<file path="src/rtl/uart_line_parser.sv">
// Assembles UART receiver bytes into a held line buffer, terminated by CR/LF,
// and flags an exact match against the "Hello ALINX AX7102" greeting.
module uart_line_parser #(
  parameter int unsigned MAX_LEN     = 32,
  parameter int unsigned TIMEOUT_CYC = 262143,
  localparam int unsigned ADDR_W     = $clog2(MAX_LEN)
) (
  input  logic              clk,
  input  logic              rst_n,
  input  logic              rdsig,
  input  logic [7:0]        rxdata,
  output logic              line_ready,
  output logic [5:0]        line_len,
  output logic              line_match,
  input  logic              line_ack,
  input  logic [ADDR_W-1:0] rd_addr,
  output logic [7:0]        rd_data,
  output logic              overflow,
  output logic              timeout,
  output logic [7:0]        drop_cnt
);

  localparam int unsigned LEN_W     = $clog2(MAX_LEN + 1);
  localparam int unsigned TMR_W     = $clog2(TIMEOUT_CYC + 1);
  localparam int unsigned MATCH_LEN = 18;
  localparam logic [8*MATCH_LEN-1:0] MATCH_STR = "Hello ALINX AX7102";

  typedef enum logic [1:0] {
    IDLE    = 2'd0,
    COLLECT = 2'd1,
    DISCARD = 2'd2,
    HOLD    = 2'd3
  } state_t;

  state_t             state, state_n;
  logic [LEN_W-1:0]   len, len_n;
  logic [TMR_W-1:0]   timer, timer_n;
  logic               flag, flag_n;
  logic               rdsig_q;
  logic               accept, is_term, wr_en;
  logic               ovf_n, to_n;
  logic [7:0]         drop_n;
  logic [7:0]         mem [MAX_LEN];

  // True when byte b equals the greeting character at position idx.
  function automatic logic char_ok(input logic [LEN_W-1:0] idx, input logic [7:0] b);
    logic ok;
    ok = 1'b0;
    for (int i = 0; i < int'(MATCH_LEN); i++) begin
      if (int'(32'(idx)) == i) ok = (b == MATCH_STR[8*(int'(MATCH_LEN)-1-i) +: 8]);
    end
    return ok;
  endfunction

  assign accept  = rdsig & ~rdsig_q;
  assign is_term = (rxdata == 8'd13) || (rxdata == 8'd10);

  always_comb begin
    state_n = state;
    len_n   = len;
    timer_n = timer;
    flag_n  = flag;
    wr_en   = 1'b0;
    ovf_n   = 1'b0;
    to_n    = 1'b0;
    drop_n  = drop_cnt;
    case (state)
      IDLE: begin
        timer_n = '0;
        if (accept && !is_term) begin
          wr_en   = 1'b1;
          len_n   = LEN_W'(1);
          flag_n  = char_ok('0, rxdata);
          state_n = COLLECT;
        end
      end
      COLLECT, DISCARD: begin
        if (accept) begin
          timer_n = '0;
          if (state == DISCARD) begin
            if (is_term) begin
              len_n   = '0;
              state_n = IDLE;
            end
          end else if (is_term) begin
            state_n = HOLD;
          end else if (32'(len) < MAX_LEN) begin
            wr_en  = 1'b1;
            len_n  = len + LEN_W'(1);
            flag_n = flag && char_ok(len, rxdata);
          end else begin
            ovf_n   = 1'b1;
            state_n = DISCARD;
          end
        end else if (timer == TMR_W'(TIMEOUT_CYC - 1)) begin
          // Idle too long mid-line: drop whatever was partially collected.
          to_n    = 1'b1;
          timer_n = '0;
          len_n   = '0;
          state_n = IDLE;
        end else begin
          timer_n = timer + TMR_W'(1);
        end
      end
      HOLD: begin
        timer_n = '0;
        if (accept && drop_cnt != 8'hFF) drop_n = drop_cnt + 8'd1;
        if (line_ack) begin
          len_n   = '0;
          state_n = IDLE;
        end
      end
      default: state_n = IDLE;
    endcase
  end

  always_ff @(posedge clk) begin
    if (!rst_n) begin
      state      <= IDLE;
      len        <= '0;
      timer      <= '0;
      flag       <= 1'b0;
      rdsig_q    <= 1'b0;
      line_ready <= 1'b0;
      line_len   <= '0;
      line_match <= 1'b0;
      rd_data    <= '0;
      overflow   <= 1'b0;
      timeout    <= 1'b0;
      drop_cnt   <= '0;
    end else begin
      state      <= state_n;
      len        <= len_n;
      timer      <= timer_n;
      flag       <= flag_n;
      rdsig_q    <= rdsig;
      line_ready <= (state_n == HOLD);
      line_len   <= (state_n == HOLD) ? 6'(len_n) : 6'd0;
      line_match <= (state_n == HOLD) && flag_n && (32'(len_n) == MATCH_LEN);
      rd_data    <= mem[rd_addr];
      overflow   <= ovf_n;
      timeout    <= to_n;
      drop_cnt   <= drop_n;
    end
  end

  // Line storage; written only while collecting, so a held line stays intact.
  always_ff @(posedge clk) begin
    if (rst_n && wr_en) mem[len[ADDR_W-1:0]] <= rxdata;
  end

endmodule

</file>
<file path="config.mk">
export PLATFORM = sky130hd
export DESIGN_NAME = uart_line_parser
export DESIGN_NICKNAME = d
export VERILOG_FILES = /design/src/rtl/uart_line_parser.sv
export SDC_FILE = /design/constraint.sdc
export NUM_CORES = 1
export LEC_CHECK = 0
export CORE_ASPECT_RATIO = 1.25
export CORE_UTILIZATION = 50
export CTS_CLUSTER_SIZE = 8
export DETAILED_ROUTE_END_ITERATION = 7
export DONT_BUFFER_PORTS = 1
export MAX_ROUTING_LAYER = met4
export PLACE_DENSITY = 0.77
export SKIP_LAST_GASP = 1
export SLEW_MARGIN = 20
export SYNTH_ARGS = -nofsm -noshare
export SYNTH_HDL_FRONTEND = slang
export SYNTH_SLANG_ARGS = --single-unit
</file>
<file path="constraint.sdc">
create_clock -name clk -period 4.9 [get_ports clk]
set_clock_uncertainty 0.05 [all_clocks]
set_input_delay 0.98 -clock clk [delete_from_list [all_inputs] [get_ports clk]]
set_output_delay 0.98 -clock clk [all_outputs]
set_load 0.1 [all_outputs]
</file>
* Yosys cells after proc, flatten, opt, wreduce, memory -nomap -nowiden
Memories as Yosys holds them, arrays and structs flattened. A register that Yosys moved wholly into a read port is not among the register bits. Cells that the tools add are included. W data, S select, Z words.
Storage, ports and cells: register bits 46, latch bits 0, bits in writable memories 256, bits in read-only memories 0, output and inout port bits 26, memories 1
Cells by class: add/sub/neg operators 3, $mul 0, divide/modulo/power cells 0, order comparisons 1, equal/unequal tests 40, shift-type cells 0, mux-type cells 60, bitwise logic cells 5, reductions and logical operators 17
Memory list:
- mem | depth 32, width 8, rd ports 1, clocked after memory_dff 1, write ports 1, RTL line 43 | logic [7:0] mem [MAX_LEN];
Operators with widths (count):
- $eq A8 B7 Y1 const B | 9
- $eq A6 B5 Y1 const B | 9
- $mux W6 | 8
- $eq A8 B6 Y1 const B | 5
- $mux W1 | 37
- $mux W18 | 2
- $pmux W18 S2 | 1
- $eq A6 B4 Y1 const B | 4
- $add A18 B1 Y18 const B | 1
- $eq A18 B18 Y1 const B | 1
- $pmux W6 S3 | 1
- $eq A8 B4 Y1 const B | 2
- $mux W2 | 8
- $eq A6 B3 Y1 const B | 2
- $eq A6 B6 Y1 const B | 2
- $add A8 B1 Y8 const B | 1
- $ne A8 B8 Y1 const B | 1
- $add A6 B1 Y6 const B | 1
- $eq A2 B2 Y1 const B | 3
- $eq A6 B2 Y1 const B | 1
- $logic_and A1 B1 Y1 | 6
- $logic_not A6 Y1 | 1
- $lt A6 B6 Y1 const B | 1
- $pmux W2 S3 | 1
- other kinds (11) | 18

* Longest topological paths before layout
Gate-level depths: netlist of the first run.
depth in word-level cells 32, depth in mapped cells 10, gate-level depth less buffers 9

* Worst setup path after synthesis of the first run
OpenSTA, ideal clock, no wires.
path type input to register, start point in rxdata[2], end point mem mem[15][0] (enable), arrival time 2.980 ns, data required time 4.467 ns, path slack 1.487 ns, stages on the path 7, buffers on the path 1, path through buf_2 -> and3b_1 -> o211ai_1 -> nand2_1 -> nor3_2 -> nand2_1 -> nor3_1
On the way: word-level cells in the longest chain between the ends 9
Ends and longest elaborated chain:
- start, declared | RTL line 11 | input logic [7:0] rxdata,
- $eq A8 B4 Y1 | RTL line 56 | assign is_term = (rxdata == 8'd13) || (rxdata == 8'd10);
- $logic_or A1 B1 Y1 * | RTL line 56
- $mux W1 or $logic_not A1 Y1 (tied branches) | RTL line 85, 70
- $mux W1 or $logic_and A1 B1 Y1 (tied branches) | RTL line 80, 70
- $mux W1, on equally long branches | RTL line 78, 70
- $pmux W1 S2 * | RTL line 67 | case (state)
- $logic_and A1 B1 Y1 * | RTL line 149 | if (rst_n && wr_en) mem[len[ADDR_W-1:0]] <= rxdata;
- $mux W1 * | RTL line 149
- $mux W1 (implied by the code) * | RTL line 149
- end, declared | RTL line 43
Every way passes the cells marked *; elsewhere a longest branch is shown, timed or not.

* Final worst setup path of the first run
start point in rxdata[1], end point mem mem[19][7] (enable)
The elaborated chain is that of the path after synthesis.

==> results.py, run 1 <==
metrics = {
    "outcome": {
        "status": "finished, final reports clean",
    },
    "grt": {
        "grt-ovfl-total": 0,
        "grt_pass1_vias": 7396,
        "groute.usage.overall_pct": 23.50,
        "antenna_found_initial": 0,
        "grt_pass1_wl_mm": 43.97,
        "grt_max_degree": 65,
    },
    "power_and_ir_drop": {
        "comb_power_share_pct": 3.1,
        "cellPowerDensity_nw_per_um2": 409.2,
        "peakVddDrop_mv": 0.2566,
        "total_power_mw": 5.886,
        "cell_internal_pwr_mw": 4.662,
        "p_seq_share_pct": 49.6,
        "p_clk_share_pct": 47.3,
        "p_sw_share_pct": 20.80,
        "p_sw_mw": 1.224,
        "p_leak_nw": 4.528,
    },
    "setup_path": {
        "required_ns": 5.01,
        "crit_type": "input port to flop",
        "arrival_ns": 3.37,
        "startpoint_type": "input port",
        "critPathCaptureType": "flop",
        "worstPathMaxFanout": 43,
    },
    "timing": {
        "report.final.slew_viol_count": 0,
        "hold_viol_final": 0,
        "tightest_slew_ns": 1.116,
        "rsz0062_at_grt": "false",
        "clock.fmax_mhz": 307.1,
        "fin_crit_sh_pct": 66.45,
        "finalSetupViolCount": 0,
        "min_period_ns": 3.256,
        "slew_headroom_pct": 25.50,
        "hold-worst-slack_ns": 0.4342,
        "setup_slack_ns": 1.644,
        "tns_ns": 0,
    },
    "route": {
        "routed_wl_mm": 28.06,
        "drtAntennaViolNets": 0,
        "via_count": 7060,
        "wl_per_cell_um": 24.48,
        "vias_per_cell": 6.161,
        "drc_errors": 0,
        "drt-initial-drc-count": 900,
        "dr.pass1.iters": 6,
    },
    "clock_network": {
        "cts_buffers": 44,
        "cts_buffer_depth": 3,
        "clock_sinks": 310,
        "hold_buffers": 0,
        "clockRootBuffer": "clkbuf_16",
        "clk_latency_ns": 0.53,
        "tritoncts": "built",
        "post_cts_resized": 0,
        "htreeDepth": 2,
        "cts_setup_buffers": 0,
        "clk_pin_slew_ns": 0.05,
    },
    "place": {
        "pre_cts_slack_ns": 1.203,
        "port_buffers": 0,
        "gp_congestion": 0.8960,
        "dp_hpwl_mm": 16.54,
        "place_area_um2": 13100,
    },
    "synth": {
        "ys_ff_latch": 310,
        "synth-async-reset-ratio_pct": 0,
        "synth.top_cell.area_share_pct": 60.31,
        "syn_nets": 789,
        "synth_cell_type_count": 62,
        "ys_seq_area_share_pct": 68.79,
        "synthCells": 762,
        "syn_area_um2": 12750,
        "synth-edff-count": 256,
        "synth_top_flop_cell": "edfxtp_1",
        "syn_avg_cell_area_um2": 16.73,
        "synth_top_area_cell": "edfxtp_1",
        "synth_area_leaders": "edfxtp_1 (60%), mux4_2 (14%), dfxtp_1 (8.5%)",
        "yosysWarnings": 0,
    },
    "floorplanning": {
        "io_pins": 43,
        "fp.dieH_um": 180.5,
        "dieArea_um2": 26140,
        "start_util_pct": 51.51,
        "rows": 64,
        "design.core.area_um2": 24740,
        "die_w_um": 144.8,
    },
    "final_layout": {
        "design_area_um2": 14380,
        "multi_input_area_um2": 3791,
        "antennaDiodeCount": 0,
        "drive_above_1_share_pct": 18.14,
        "layout.area.seq_um2": 8768,
        "syn_to_final_growth_pct": 12.85,
        "fill_cells": 1794,
        "nets": 809,
    },
    "run": {
        "drv_cap": 0,
    },
    "min_path": {
        "hold_class": "flop to flop",
    },
}
## critical path, cell delays in order
cell	delay, ns
and3b_1	0.19
o211ai_1	0.45
nand2_1	0.27
nor3_2	0.31
nand2_1	0.37
nor2_1	0.75
## final timing paths
check                                from    endpoint  slack (ns)  cells past startpoint
worst min-delay path             timer[0]    timer[0]        0.43                      1
worst min register to register   timer[0]    timer[0]        0.43                      1
worst max register to register    rdsig_q  mem[19][7]        1.98                      5
worst max-delay path            rxdata[1]  mem[19][7]        1.64                      6
## routing by layer
| metal | share of wire, % | global-route usage, % | up-vias |
|---|---|---|---|
| li1 | - | - | 3084 |
| met1 | 39 | 29.06 | 3517 |
| met2 | 48 | 36.29 | 374 |
| met3 | 8.5 | 5.873 | 85 |
| met4 | 4.6 | 10.78 | 0 |
| met5 | 0 | - | - |
## power by group through the flow
stage / clock (mW) / sequential [mW] / combinational, mW
final: 2.78 / 2.92 / 0.183
after global routing: 2.93 / 2.92 / 0.192
after CTS: 2.82 / 2.92 / 0.182
after floorplan: 0 / 2.97 / 0.167
after global placement: 0 / 2.97 / 0.178
after detailed placement: 0 / 2.97 / 0.179
## cell usage in the layout (no fill, tap or decap), types with 3 or more instances in the layout
| cell type | n |
|---|---|
| inv_1 | 11 |
| nor4b_1 | 4 |
| nor2b_1 | 5 |
| and4_1 | 3 |
| clkbuf_1 | 32 |
| dfxtp_1 | 54 |
| mux4_2 | 80 |
| nor4_1 | 9 |
| nand3b_1 | 5 |
| o21ai_0 | 11 |
| nand2_1 | 31 |
| ha_1 | 10 |
| xor2_1 | 16 |
| nand4_1 | 10 |
| buf_4 | 12 |
| nor3_1 | 20 |
| xnor2_1 | 5 |
| o31ai_1 | 5 |
| a31oi_1 | 3 |
| nor2_1 | 79 |
| or3_1 | 6 |
| and3_1 | 3 |
| o211ai_1 | 4 |
| clkbuf_16 | 44 |
| nand2b_1 | 7 |
| a21oi_1 | 12 |
| mux2i_1 | 9 |
| a211oi_1 | 4 |
| and2_1 | 5 |
| edfxtp_1 | 256 |
| nand3_1 | 18 |
## sequential cells by signal, indices dropped and copies added (netlist names)
register,count
drop_cnt,8
flag,1
len,6
line_len,6
line_match,1
line_ready,1
mem,256
overflow,1
rd_data,8
rdsig_q,1
state,2
timeout,1
timer,18
## kinds of logic after synthesis
group           Yosys count  synth area share [%]
buf+inv                  49                 1.571
simple gates            220                 8.874
xor+xnor                 21                 1.443
compound gates           63                 3.495
flops                   310                 68.79
mux                      89                 14.84
fa+ha+maj                10                0.9816
## metrics by stage
stage	instances	util, %
floorplan	762	-
global placement	1066	52.92
detailed placement	1066	52.96
CTS	1146	58.13
global route	1146	58.13
finish	1146	58.13
## cells in the mapped netlist, types with 3 or more instances
master	number
nor2_1	79
a31oi_1	3
and3_1	3
nor4_1	9
nand3_1	18
nor3_1	20
nand4_1	10
mux2i_1	9
inv_1	11
nand2b_1	7
nor2b_1	5
o31ai_1	6
nor4b_1	4
a211oi_1	4
nand2_1	31
buf_2	10
xnor2_1	5
or3_1	6
nand3b_1	5
mux4_2	80
clkbuf_1	24
o211ai_1	4
xor2_1	16
ha_1	10
edfxtp_1	256
buf_1	3
o21ai_0	11
a21oi_1	12
dfxtp_1	54
and2_1	5
and4_1	3
## layout make-up
type,instances,share of cell area (%)
inverters,11,0.2871
clock buffers,77,8.586
repair buffers,12,0.6263
flip-flops and latches,310,60.96
multi-input cells,403,26.36
well taps,330,2.871
clock inverters,3,0.3132
Note: power is estimated with default switching activity, not from simulation.
==> run 2, diff against run 1 <==
Settings changed: ABC_AREA set to 1.
Clock period 4.9 ns to 3.02 ns, I/O delays scaled along.
==> results.py, run 2 <==
metrics = {
    "outcome": {
        "status": "finished, final reports clean",
    },
    "synth": {
        "synth_top_flop_cell": "edfxtp_1",
        "synth_area_leaders": "edfxtp_1 (59%), dfxtp_1 (8.2%), nor2_1 (7.0%)",
        "yosysWarnings": 0,
        "synthCells": 1186,
        "synth-async-reset-ratio_pct": 0,
        "yosys-top-cells-count": "edfxtp_1 (256), nor2_1 (246), o21ai_0 (150)",
        "synth-edff-count": 256,
        "syn_area_um2": 13110,
        "synth_cell_type_count": 42,
        "synth_top_area_cell": "edfxtp_1",
        "yosysMostFrequentCell": "edfxtp_1",
        "syn_avg_cell_area_um2": 11.05,
        "synth.top_cell.area_share_pct": 58.64,
        "syn_nets": 1213,
        "ys_ff_latch": 310,
        "ys_seq_area_share_pct": 66.88,
    },
    "setup_path": {
        "crit_path_max_incr_delay_ns": 0.46,
        "startpoint_type": "flop",
        "worstPathMaxFanout": 8,
        "critPathTopFamily": "simple AND/OR/NAND/NOR gates",
        "critPathCaptureType": "flop",
        "arrival_ns": 2.88,
        "crit_buf_inv": 2,
        "cp_common_cell": "nor2_1",
        "path_cells": "inv_1 -> ha_1 -> nor2_1 -> a21oi_1 -> nor4_2 -> nand2_1 -> nor2_1 -> buf_4",
        "required_ns": 3.22,
        "crit_type": "flop to flop",
        "cp_slowest_cell": "nand2_1",
    },
    "power_and_ir_drop": {
        "comb_power_share_pct": 4.7,
        "p_clk_share_pct": 46.8,
        "p_seq_share_pct": 48.5,
        "p_sw_share_pct": 22.27,
        "cell_internal_pwr_mw": 7.601,
        "p_sw_mw": 2.178,
        "p_leak_nw": 5.179,
        "peakVddDrop_mv": 0.4341,
        "cellPowerDensity_nw_per_um2": 650.4,
    },
    "timing": {
        "fin_crit_sh_pct": 88.82,
        "clock.fmax_mhz": 372.8,
        "setup_slack_ns": 0.3376,
        "tightest_slew_ns": 0.9684,
        "finalSetupViolCount": 0,
        "tns_ns": 0,
        "report.final.slew_viol_count": 0,
        "rsz0062_at_grt": "false",
        "min_period_ns": 2.682,
        "hold_viol_final": 0,
        "slew_headroom_pct": 35.35,
    },
    "route": {
        "via_count": 9548,
        "drc_errors": 0,
        "routed_wl_mm": 33.73,
        "dr.pass1.iters": 6,
        "vias_per_cell": 5.975,
        "wl_per_cell_um": 21.11,
        "drt-initial-drc-count": 979,
        "drtAntennaViolNets": 0,
    },
    "clock_network": {
        "hold_buffers": 0,
        "tritoncts": "built",
        "htreeDepth": 2,
        "cts_setup_buffers": 0,
        "cts_buffers": 45,
        "clock_sinks": 310,
        "clk_pin_slew_ns": 0.05,
        "cts_buffer_depth": 3,
        "clockRootBuffer": "clkbuf_16",
        "clk_latency_ns": 0.54,
        "post_cts_resized": 0,
    },
    "grt": {
        "antenna_found_initial": 0,
        "grt-ovfl-total": 0,
        "groute.usage.overall_pct": 26.17,
        "grt_pass1_wl_mm": 51.72,
        "grt_pass1_vias": 9608,
        "grt_max_degree": 130,
    },
    "floorplanning": {
        "io_pins": 43,
        "rows": 65,
        "start_util_pct": 51.34,
        "dieArea_um2": 26880,
        "fp.dieH_um": 183.0,
        "die_w_um": 146.8,
        "design.core.area_um2": 25540,
    },
    "place": {
        "port_buffers": 0,
        "place_inst": 1517,
        "gp_congestion": 0.9535,
        "pre_cts_slack_ns": 0.2787,
        "dp_hpwl_mm": 20.56,
    },
    "final_layout": {
        "largest_reg_flops": 256,
        "drive_above_1_share_pct": 11.56,
        "antennaDiodeCount": 0,
        "layout_common_cells": "edfxtp_1 (256), nor2_1 (246), o21ai_0 (150)",
        "syn_to_final_growth_pct": 14.69,
        "nets": 1256,
        "fin_cells": 1598,
        "mostFrequentLayoutCell": "edfxtp_1",
    },
    "run": {
        "drv_cap": 0,
    },
    "min_path": {
        "hold_class": "input port to flop",
    },
}
==> run 2: changes by cell type in the layout (fill, tap and decap cells not counted), moves of 10 or more <==
cell | before | now
o221ai_1 | 0 | 45
buf_4 | 12 | 53
inv_1 | 11 | 72
mux4_2 | 80 | 0
inv_2 | 0 | 12
o22ai_1 | 1 | 20
nand2_1 | 31 | 90
a31oi_1 | 3 | 13
a21oi_1 | 12 | 28
xor2_1 | 16 | 6
o21ai_0 | 11 | 150
nor2_1 | 79 | 246
nand3_1 | 18 | 31
==> run 2: cells by family after synthesis <==
family / synth area share, %
and+or+nand+nor: 14.05
DFF: 66.88
AOI/OAI and AO/OA: 13.21
buffers and inverters: 4.304
adders and majority gates: 0.9544
xor gates and xnor gates: 0.6013
==> run 2: final timing paths <==
path         startpoint          to  slack, ns  cells after the start
max            state[0]  mem[29][7]       0.34                      8
min           rxdata[5]  mem[14][5]       0.11                      0
max reg2reg    state[0]  mem[29][7]       0.34                      8
min reg2reg   timer[17]   timer[17]       0.40                      1
==> run 2: per-stage QoR <==
stage / power, mW / utilization, % / hold WS, ns / instance area [um^2]
global placement: 5.266 / 53.79 / 0.3835 / 13740
finish: 9.779 / 58.88 / 0.1058 / 15040
detailed placement: 5.273 / 53.79 / 0.3946 / 13740
global route: 10.04 / 58.88 / 0.09601 / 15040
floorplan: 5.171 / - / 0.3725 / 13110
CTS: 9.811 / 58.88 / 0.09468 / 15040
==> run 2: final cells by class <==
class | instances | area (um^2)
Fill cell | 2084 | 10500
Sequential cell | 310 | 8768
Multi-Input combinational cell | 730 | 3777
Clock buffer | 77 | 1246
Timing Repair Buffer | 55 | 437.9
Tap cell | 335 | 419.2
Inverter | 87 | 332.8
Clock inverter | 4 | 53.80
==> run 2: power groups by stage <==
stage / sequential (mW) / combinational [mW] / clock, mW
finish: 4.75 / 0.455 / 4.58
global route: 4.75 / 0.494 / 4.80
CTS: 4.75 / 0.447 / 4.62
detailed placement: 4.83 / 0.443 / 0
global placement: 4.83 / 0.438 / 0
floorplan: 4.82 / 0.347 / 0
==> run 2: metal layers <==
metal	part of all wire [%]	vias to the layer above	global-route usage, %
met5	0	-	-
met4	5.2	0	14.08
met3	7.4	133	3.632
met2	50	510	44.57
met1	37	4569	29.96
li1	-	4336	-
==> run 3, diff against run 2 <==
Settings changed: CORE_MARGIN set to 4, SKIP_LAST_GASP 1 to unset.
==> results.py, run 3 (synthesis gave the netlist of run 2 again) <==
metrics = {
    "clock_network": {
        "clk_pin_slew_ns": 0.05,
        "post_cts_resized": 0,
        "cts_buffers": 44,
        "htreeDepth": 2,
        "cts_buffer_depth": 3,
        "cts_setup_buffers": 0,
        "clock_sinks": 310,
        "clk_latency_ns": 0.52,
        "clockRootBuffer": "clkbuf_16",
        "tritoncts": "built",
        "hold_buffers": 0,
    },
    "power_and_ir_drop": {
        "comb_power_share_pct": 4.7,
        "p_clk_share_pct": 45.5,
        "total_power_mw": 9.526,
        "p_leak_nw": 5.114,
        "p_sw_share_pct": 21.65,
        "p_sw_mw": 2.062,
        "p_seq_share_pct": 49.8,
        "cellPowerDensity_nw_per_um2": 639.0,
        "cell_internal_pwr_mw": 7.464,
        "peakVddDrop_mv": 0.3590,
    },
    "timing": {
        "tightest_slew_ns": 1.006,
        "report.final.slew_viol_count": 0,
        "min_period_ns": 2.417,
        "clock.fmax_mhz": 413.8,
        "tns_ns": 0,
        "rsz0062_at_grt": "false",
        "fin_crit_sh_pct": 80.03,
        "hold_viol_final": 0,
        "slew_headroom_pct": 32.84,
        "finalSetupViolCount": 0,
    },
    "floorplanning": {
        "dieArea_um2": 28890,
        "fp.dieH_um": 189.0,
        "die_w_um": 152.8,
        "rows": 66,
        "start_util_pct": 50.56,
        "io_pins": 43,
        "design.core.area_um2": 25930,
    },
    "place": {
        "port_buffers": 0,
        "gp_congestion": 0.9284,
        "dp_hpwl_mm": 20.49,
    },
    "grt": {
        "grt_pass1_vias": 9525,
        "gr-usage-met1_pct": 27.39,
        "met3_usage_pct": 4.024,
        "groute.usage.overall_pct": 23.07,
        "met2_usage_pct": 38.48,
        "top_usage_layer": "met2",
        "antenna_found_initial": 0,
        "grt_pass1_wl_mm": 51.43,
        "grt_max_degree": 130,
        "grt-ovfl-total": 0,
    },
    "final_layout": {
        "multi_input_area_um2": 3777,
        "antennaDiodeCount": 0,
        "mostFrequentLayoutCell": "edfxtp_1",
        "layout_common_cells": "edfxtp_1 (256), nor2_1 (246), o21ai_0 (150)",
        "largest_reg_flops": 256,
        "layout.area.seq_um2": 8768,
        "syn_to_final_growth_pct": 13.71,
        "nets": 1251,
        "fill_cells": 2079,
        "drive_above_1_share_pct": 11.16,
    },
    "setup_path": {
        "worstPathMaxFanout": 6,
        "critPathCaptureType": "flop",
        "arrival_ns": 2.82,
        "startpoint_type": "flop",
        "crit_type": "flop to flop",
        "required_ns": 3.42,
    },
    "route": {
        "dr.pass1.iters": 6,
        "drt-initial-drc-count": 949,
        "drtAntennaViolNets": 0,
        "via_count": 9602,
        "vias_per_cell": 6.054,
        "drc_errors": 0,
        "routed_wl_mm": 32.85,
        "wl_per_cell_um": 20.72,
    },
    "outcome": {
        "status": "finished, final reports clean",
    },
    "min_path": {
        "hold_class": "input port to flop",
    },
    "run": {
        "drv_cap": 0,
    },
}
[run 3: worst paths after layout]
path	startpoint	endpoint	slack, ns	depth (start not counted)
worst max-delay path	len[0]	line_match	0.60	26
worst min register to register	timer[0]	timer[0]	0.41	1
worst max register to register	len[0]	line_match	0.60	26
worst min-delay path	rxdata[6]	mem[13][6]	0.12	0
[run 3: through the flow]
stage / cells / area, um^2 / hold slack (ns) / setup WS (ns) / utilization (%)
floorplan: 1186 / 13110 / 0.3725 / 0.5926 / -
global placement: 1518 / 13700 / 0.3940 / 0.5704 / 52.83
detailed placement: 1518 / 13700 / 0.3998 / 0.4997 / 52.83
CTS: 1586 / 14910 / 0.1091 / 0.6024 / 57.49
global route: 1586 / 14910 / 0.1102 / 0.2543 / 57.49
finish: 1586 / 14910 / 0.1245 / 0.6031 / 57.49
[run 3: power by group through the flow]
| stage | clock [mW] | combinational, mW | sequential (mW) |
|---|---|---|---|
| finish | 4.33 | 0.448 | 4.75 |
| global route | 4.60 | 0.488 | 4.74 |
| CTS | 4.38 | 0.439 | 4.75 |
| detailed placement | 0 | 0.437 | 4.83 |
| global placement | 0 | 0.432 | 4.83 |
| floorplan | 0 | 0.347 | 4.82 |
[run 3: per-layer routing]
metal,vias up,wire length (um)
met3,119,2908
li1,4323,-
met2,559,16510
met5,-,0
met1,4601,11960
met4,0,1478
[run 3: worst max-delay path: stages (launching register included)]
cell,delay [ns]
dfxtp_1,0.37
inv_1,0.17
ha_1,0.26
inv_1,0.10
nor2_1,0.15
nand3_1,0.09
o21bai_1,0.12
inv_1,0.05
nand2_1,0.05
nand2_1,0.04
nand2_1,0.05
nand2_1,0.04
nand2_1,0.05
nand2_1,0.05
nand2_1,0.05
nand2_1,0.05
nand2_1,0.06
nand2_1,0.05
nand2_1,0.05
nand2_1,0.04
nand2_1,0.05
nand2_1,0.05
nand2_1,0.05
nand2_1,0.04
nand2_1,0.05
nand2_1,0.06
nor2_1,0.10
[run 3: cell type report]
| cell class | count | share of cell area, % |
|---|---|---|
| Sequential cell | 310 | 58.82 |
| Multi-Input combinational cell | 730 | 25.34 |
| Clock buffer | 66 | 7.940 |
| Tap cell | 340 | 2.854 |
| Timing Repair Buffer | 51 | 2.652 |
| Inverter | 87 | 2.232 |
| Clock inverter | 2 | 0.1679 |
